===== config.mk =====
export PLATFORM = sky130hd
export DESIGN_NAME = eq_mac_scheduler
export DESIGN_NICKNAME = d
export VERILOG_FILES = /design/src/rtl/eq_mac_scheduler.sv
export SDC_FILE = /design/constraint.sdc
export NUM_CORES = 2
export LEC_CHECK = 0
export ABC_CLOCK_PERIOD_IN_PS = 14000
export BUFFER_PORTS_ARGS = -buffer_cell sky130_fd_sc_hd__buf_2
export CAP_MARGIN = 30
export CORE_MARGIN = 5
export CORE_UTILIZATION = 59
export CTS_CLUSTER_SIZE = 16
export DETAILED_ROUTE_END_ITERATION = 12
export GPL_TIMING_DRIVEN = 0
export PLACE_DENSITY_LB_ADDON = 0.12
export RECOVER_POWER = 25
export SETUP_SLACK_MARGIN = 0.05
export SLEW_MARGIN = 40
export SYNTH_ARGS = -nofsm -noshare
export SYNTH_HDL_FRONTEND = slang
export SYNTH_SLANG_ARGS = --single-unit

===== constraint.sdc =====
create_clock -name clk -period 14 [get_ports clk]
set_input_delay 1.4 -clock clk [delete_from_list [all_inputs] [get_ports clk]]
set_output_delay 1.4 -clock clk [all_outputs]
set_load 0.05 [all_outputs]

===== src/rtl/eq_mac_scheduler.sv =====
// Three-band FIR equaliser that time-shares one multiply-accumulate across all bands.
// Each accepted sample is convolved with N_TAPS coefficients per band, one tap per cycle.
module eq_mac_scheduler #(
    parameter int unsigned WD_IN   = 24,
    parameter int unsigned CO_WD   = 24,
    parameter int unsigned N_TAPS  = 30,
    parameter int unsigned N_BANDS = 3
) (
    input  logic                                  clk,
    input  logic                                  reset_n,
    input  logic                                  sample_valid,
    input  logic signed [WD_IN-1:0]               sample_in,
    output logic                                  sample_ready,
    output logic [$clog2(N_BANDS*N_TAPS)-1:0]     coef_addr,
    input  logic signed [CO_WD-1:0]               coef_data,
    output logic signed [WD_IN-1:0]               band_data,
    output logic [$clog2(N_BANDS)-1:0]            band_idx,
    output logic                                  band_valid,
    output logic                                  busy,
    output logic                                  overrun
);

    localparam int unsigned AW    = $clog2(N_BANDS * N_TAPS);
    localparam int unsigned BW    = $clog2(N_BANDS);
    localparam int unsigned TW    = $clog2(N_TAPS);
    localparam int unsigned ACC_W = WD_IN + TW;
    localparam int unsigned PW    = WD_IN + CO_WD;

    typedef enum logic [1:0] {StIdle, StMac, StDrain, StOut} state_e;

    state_e                  state_q, state_d;
    logic signed [WD_IN-1:0] sbuf_q [N_TAPS];
    logic [TW-1:0]           wr_ptr_q, wr_ptr_d;
    logic [TW-1:0]           tap_q, tap_d;
    logic [TW-1:0]           rd_idx;
    logic [BW-1:0]           band_q, band_d;
    logic signed [ACC_W-1:0] acc_q, acc_d;
    logic signed [ACC_W-1:0] term;
    logic signed [WD_IN-1:0] samp_q, samp_d;
    logic signed [PW-1:0]    prod;
    logic [AW-1:0]           coef_addr_q, coef_addr_d;
    logic [WD_IN-1:0]        band_data_q, band_data_d;
    logic [WD_IN-1:0]        sat;
    logic [BW-1:0]           band_idx_q, band_idx_d;
    logic                    band_valid_q, band_valid_d;
    logic                    overrun_q, overrun_d;
    logic                    accept;

    assign sample_ready = (state_q == StIdle);
    assign busy         = (state_q != StIdle);
    assign accept       = sample_ready & sample_valid;
    assign coef_addr    = coef_addr_q;
    assign band_data    = band_data_q;
    assign band_idx     = band_idx_q;
    assign band_valid   = band_valid_q;
    assign overrun      = overrun_q;

    // Arithmetic shift floors the scaled product; the accumulator has headroom for N_TAPS terms.
    assign prod = PW'(samp_q) * PW'(coef_data);
    assign term = ACC_W'(prod >>> (CO_WD - 1));

    always_comb begin
        if (acc_q[ACC_W-1:WD_IN-1] == {(ACC_W-WD_IN+1){acc_q[ACC_W-1]}}) begin
            sat = acc_q[WD_IN-1:0];
        end else if (acc_q[ACC_W-1]) begin
            sat = {1'b1, {(WD_IN-1){1'b0}}};
        end else begin
            sat = {1'b0, {(WD_IN-1){1'b1}}};
        end
    end

    // Tap 0 is the newest sample, so taps walk backwards from the write pointer.
    assign rd_idx = (wr_ptr_q >= tap_q) ? (wr_ptr_q - tap_q)
                                        : TW'(32'(wr_ptr_q) + N_TAPS - 32'(tap_q));

    always_comb begin
        state_d      = state_q;
        wr_ptr_d     = wr_ptr_q;
        tap_d        = tap_q;
        band_d       = band_q;
        acc_d        = acc_q;
        samp_d       = samp_q;
        coef_addr_d  = coef_addr_q;
        band_data_d  = band_data_q;
        band_idx_d   = band_idx_q;
        band_valid_d = 1'b0;
        overrun_d    = overrun_q | (sample_valid & ~sample_ready);

        case (state_q)
            StIdle: begin
                if (sample_valid) begin
                    acc_d   = '0;
                    band_d  = '0;
                    tap_d   = '0;
                    state_d = StMac;
                end
            end
            StMac: begin
                coef_addr_d = AW'(32'(band_q) * N_TAPS + 32'(tap_q));
                samp_d      = sbuf_q[rd_idx];
                // Product of the previous issue lands one cycle later.
                if (tap_q != '0) begin
                    acc_d = acc_q + term;
                end
                if (tap_q == TW'(N_TAPS - 1)) begin
                    state_d = StDrain;
                end else begin
                    tap_d = tap_q + TW'(1);
                end
            end
            StDrain: begin
                acc_d   = acc_q + term;
                state_d = StOut;
            end
            StOut: begin
                band_valid_d = 1'b1;
                band_data_d  = sat;
                band_idx_d   = band_q;
                if (band_q == BW'(N_BANDS - 1)) begin
                    wr_ptr_d = (wr_ptr_q == TW'(N_TAPS - 1)) ? '0 : wr_ptr_q + TW'(1);
                    state_d  = StIdle;
                end else begin
                    band_d  = band_q + BW'(1);
                    tap_d   = '0;
                    acc_d   = '0;
                    state_d = StMac;
                end
            end
            default: state_d = StIdle;
        endcase
    end

    always_ff @(posedge clk) begin
        if (!reset_n) begin
            state_q      <= StIdle;
            wr_ptr_q     <= '0;
            tap_q        <= '0;
            band_q       <= '0;
            acc_q        <= '0;
            samp_q       <= '0;
            coef_addr_q  <= '0;
            band_data_q  <= '0;
            band_idx_q   <= '0;
            band_valid_q <= 1'b0;
            overrun_q    <= 1'b0;
        end else begin
            state_q      <= state_d;
            wr_ptr_q     <= wr_ptr_d;
            tap_q        <= tap_d;
            band_q       <= band_d;
            acc_q        <= acc_d;
            samp_q       <= samp_d;
            coef_addr_q  <= coef_addr_d;
            band_data_q  <= band_data_d;
            band_idx_q   <= band_idx_d;
            band_valid_q <= band_valid_d;
            overrun_q    <= overrun_d;
        end
    end

    always_ff @(posedge clk) begin
        if (!reset_n) begin
            for (int i = 0; i < int'(N_TAPS); i++) begin
                sbuf_q[i] <= '0;
            end
        end else if (accept) begin
            sbuf_q[wr_ptr_q] <= sample_in;
        end
    end

endmodule

# Word-level counts from Yosys, hierarchy flattened
# Memory sizes are Yosys's and may differ from the RTL's. A register that Yosys moved wholly into a read port is not among the register bits.
# Index checks and enable logic that the tools add are counted.
# Widths: inputs -> output; s select.
# word_totals
reg_bits	78
ramBits	720
in_bits	51
output_inout_bits	37
word_cells	77
n_memories	1
# mem_list
name	depth	width	read_ports	rd_clocked_by_memory_dff	write_ports	line_no	source
sbuf_q	30	24	1	1	30	32	logic signed [WD_IN-1:0] sbuf_q [N_TAPS];
# classes
n_addsub	8
mul	2
magnitude_cmp	1
eq_ne	12
muxes	27
bitwise	4
reduce_logical	12
# ops
operator	count
$pmux 29 s4	1
$mux 29	3
$mux 24	3
$mul 24x24->48	1
$mux 5	6
$add 29x25->29	1
$reduce_or 24->1	1
$pmux 5 s3	1
$add 5x1->5 const B	2
$eq 5x5->1 const B	2
$ne 2x2->1 const B	5
$sub 5x5->5	2
$mux 2	4
$pmux 2 s4	1
$add 7x5->7	1
$mux 1	7
$eq 2x2->1 const B	3
$mul 2x4->6 const B	1
$reduce_and 3->1	2
$add 5x5->5 const B	1
$eq 5x5->1	1
$ge 5x5->1	1
$reduce_bool 5->1	1
$pmux 2 s2	1
other kinds (11)	14

# Depth between registers and ports, before layout
# depth
depth_word	7
ltp_mapped	41
ltp_nobuf	40

# Least setup slack after synthesis
# No wires, ideal clock.
# synth_timing
kind	input to register
start	input port coef_data[0]
end	register acc_q[28]
setup_time_ns	0.120
t_arrival_ns	10.032
t_required_ns	13.880
slack_ns	3.848
stages	36
path_buffers	1
path_cell_list	clkbuf_1 nand2_1 inv_1 fa_1 fa_1 fa_1 fa_1 fa_1 fa_1 inv_1 fa_1 inv_1 ha_1 o21a_1 o21a_1 o21ai_0 a31oi_1 nor4b_2 nor2b_1 and2_1 o21a_1 o21a_1 nor2_1 xnor2_1 ha_1 a2111oi_0 o21ai_0 a211oi_2 a21oi_2 a221o_2 a41oi_2 o21ai_1 o21ai_2 xor2_1 nor4b_1 o31a_1
# synth_via
elab_chain_len	4
# synth_rtl
element	line_no	source
from (decl)	15	input logic signed [CO_WD-1:0] coef_data,
$mul 24x24->48 *	59	assign prod = PW'(samp_q) * PW'(coef_data);
$add 29x25->29 *	103, 112	
$mux 29	102	if (tap_q != '0) begin
$pmux 29 s4 *	89	case (state_q)
to (signal assigned)	139	acc_q <= '0;
to (signal assigned)	151	acc_q <= acc_d;
to (decl)	37	logic signed [ACC_W-1:0] acc_q, acc_d;
# Mark *: on every way between the ends. The rest lies on a longest branch, timed or not. The select of a mux whose other input is x is not followed.
# A chain may end at the register's enable or synchronous reset.

# Final worst setup path
# layout_timing
start	input port coef_data[1]
end	register acc_q[28]
# Same word-level chain as after synthesis.

==> flow_summary_export.csv <==
group,metric,value,unit
sta,fin_setup_tns,0,ps
global_routing,grt_pass1_vias,40596,
drt,vias,38314,
die,die_w,330,µm
sta,drv_slew,0,
global_routing,gr-total-overflow,0,
clock_tree,cts_sinks,870,
global_routing,antenna_found_initial,3,
clock_tree,path_clk_slew,60,ps
sta,fmax,0.0827,GHz
sta,fin_crit,12090,ps
logic_synthesis,synth_warnings,0,
placement,place.gp.congestion,0.969,
clock_tree,clkLatencyLatePin,660,ps
drt,wire_per_inst,24.8,µm
setup_path,crit_path_top_delay_cell,"fa_1",
logic_synthesis,synth_seq_cells,870,
setup_path,cpMostUsedCell,"fa_1",
logic_synthesis,yosys-top-cells-area,"edfxtp_1 38%, fa_1 20%, and2_1 10%",
die,ioPinCount,88,
clock_tree,htreeDepth,3,
run_status,status,"completed",
die,die-area,0.109,mm²
sta,max_slew_margin,0.161,
drt,drtIter0Drc,3606,
setup_path,arrival,12640,ps
placement,dpl.hpwl,129000,µm
logic_synthesis,synth.distinct_cells,66,
logic_synthesis,synthCells,4964,
clock_tree,numCtsBuffers,86,
drt,viasPerCell,5.80,
min_path,hold_path.class,"reg2reg",
die,initial_core_util,0.594,
setup_path,setup.worst_path.end_class,"register",
placement,numPortBuffers,86,
sta,fin_worst_skew,33.8,ps
sta,rsz0062_at_grt,"false",
logic_synthesis,async_reset_ff_frac,0,
clock_tree,cts_setup_buffers,0,
setup_path,path_class,"in2reg",
die,die_h,330,µm
placement,pre_cts_ws,1190,ps
global_routing,grt_max_degree,16,
run,cap_violations,0,
finish,drive_gt1_frac,0.0985,
die,core,0.102,mm²
global_routing,grt_pass1_wl,251000,µm
logic_synthesis,yosysTopAreaCellShare,0.382,
clock_tree,clk_path_buf_depth,3,
finish,layout.nets,6026,
drt,drt_wl_total,164000,µm
clock_tree,tritoncts,"built",
setup_path,slowest_delay,1040,ps
finish,design_area,0.0664,mm²
clock_tree,ctsRootBufferMaster,"clkbuf_16",
drt,dr.pass1.iters,6,
logic_synthesis,synth.net_count,5816,
setup_path,required,14550,ps
placement,placed_area,0.0638,mm²
sta,hold_viol,0,
setup_path,startpoint_type,"input pin",
logic_synthesis,post_synth.cell_area_avg,12.2,µm²
logic_synthesis,synth_edf_count,768,
global_routing,grt_usage,0.310,
sta,worst_pin_slew,1260,ps
logic_synthesis,syn_area,0.0604,mm²
setup_path,cp_max_fo,10,
clock_tree,cts_hold_buf,0,
finish,area_growth_syn_to_layout,9.99,%
clock_tree,ctsResizeCount,0,
die,rows,117,
sta,fin_crit_sh,0.863,
drt,final_antenna_net_count,0,
sta,whs,491,ps
logic_synthesis,synth_ff_type,"edfxtp_1",
sta,fin_ws,1910,ps
sta,setup_violations,0,
logic_synthesis,yosys.area.top_type,"edfxtp_1",
logic_synthesis,yosysSeqAreaShare,0.416,
drt,drc,0,
-- sequential cells by signal (all words and copies together) (netlist names) --
| name | cells |
|---|---|
| sbuf_q | 768 |
| acc_q | 29 |
| band_data | 24 |
| samp_q | 24 |
| coef_addr | 7 |
| tap_q | 5 |
| wr_ptr_q | 5 |
| band_idx | 2 |
| band_q | 2 |
| state_q | 2 |
| band_valid | 1 |
| overrun | 1 |
-- cells by family (layout without fill, tap and decap cells) --
family	count (synthesis)	after routing	share of synthesized area
other	0	2	0
adder cells (fa/ha/maj)	801	801	0.242
flip-flops	870	870	0.416
XOR/XNOR	74	74	0.0109
buffers and inverters	963	1240	0.0604
multiplexers	228	228	0.0825
AO/OA/AOI/OAI	343	343	0.0372
AND/OR/NAND/NOR	1685	1685	0.152
-- critical path, delay by kind of cell --
kind / cells / cell delay (ps)
compound gates: 13 / 3280
fa+ha+maj: 9 / 4840
buf+inv: 4 / 830
xor+xnor: 2 / 420
simple gates: 8 / 1870
-- through the flow --
step / cells / utilization
2_1_floorplan: 4964 / -
3_3_place_gp: 6418 / 0.615
3_5_place_dp: 6454 / 0.627
4_1_cts: 6609 / 0.654
5_1_grt: 6609 / 0.653
6_report: 6611 / 0.653
-- cells in the mapped netlist (27+ instances only) --
library cell	instances
nor2b_1	38
edfxtp_1	768
inv_1	632
nand2_1	409
ha_1	191
clkbuf_1	294
xnor2_1	50
dfxtp_1	102
o21ai_0	106
a31oi_1	27
nand3_1	39
nor2_1	129
and2_1	1013
a21oi_1	70
fa_1	610
mux4_2	216
-- path summary, 6_finish.rpt --
path,startpoint,endpoint,slack [ps],cells after the start
worst min-delay path,acc_q[0]$_SDFFE_PN0P_,acc_q[0]$_SDFFE_PN0P_,490,2
worst min register to register,acc_q[0]$_SDFFE_PN0P_,acc_q[0]$_SDFFE_PN0P_,490,2
worst max register to register,samp_q[23]$_SDFFE_PN0P_,acc_q[28]$_SDFFE_PN0P_,2080,36
worst max-delay path,coef_data[1],acc_q[28]$_SDFFE_PN0P_,1910,36
-- routing by layer --
metal	GRT usage	routed length, µm	up-vias
met4	0.114	7240	0
met2	0.531	81700	1610
met3	0.0469	12200	380
met1	0.406	62500	19613
li1	-	-	16711
met5	0	0	-
-- placed cells by master (no fill, tap or decap), types with 8 or more instances in the layout --
cell and instances:
a211oi_1 8, a21o_1 18, a21oi_1 69, a22oi_1 20, a31oi_1 26, and2_0 147, and2_1 866, buf_16 21
buf_2 59, buf_8 14, clkbuf_1 354, clkbuf_16 87, clkbuf_2 22, clkbuf_8 8, clkinv_1 14, clkinv_2 13
dfxtp_1 102, edfxtp_1 768, fa_1 610, ha_1 190, inv_1 632, mux2i_1 12, mux4_2 216, nand2_1 409
nand2b_1 16, nand3_1 39, nand4_1 10, nor2_1 127, nor2b_1 38, nor3_1 10, o211a_1 26, o21a_1 10
o21ai_0 76, o21ai_4 30, o21bai_1 8, xnor2_1 49, xor2_1 23
-- final cells by class --
type | instances | area, µm²
diodes | 2 | 5.00
plain buffers | 329 | 1300
clock buffers | 116 | 2370
clock inverters | 39 | 367
fillers | 7773 | 35300
inverters | 634 | 2380
multi-input cells | 3131 | 32000
flip-flops and latches | 870 | 25100
well taps | 1368 | 1710
repair buffers | 122 | 1150
Power is not shown: default switching activity piles up to over one toggle a cycle in this logic, so the estimate is an artifact.
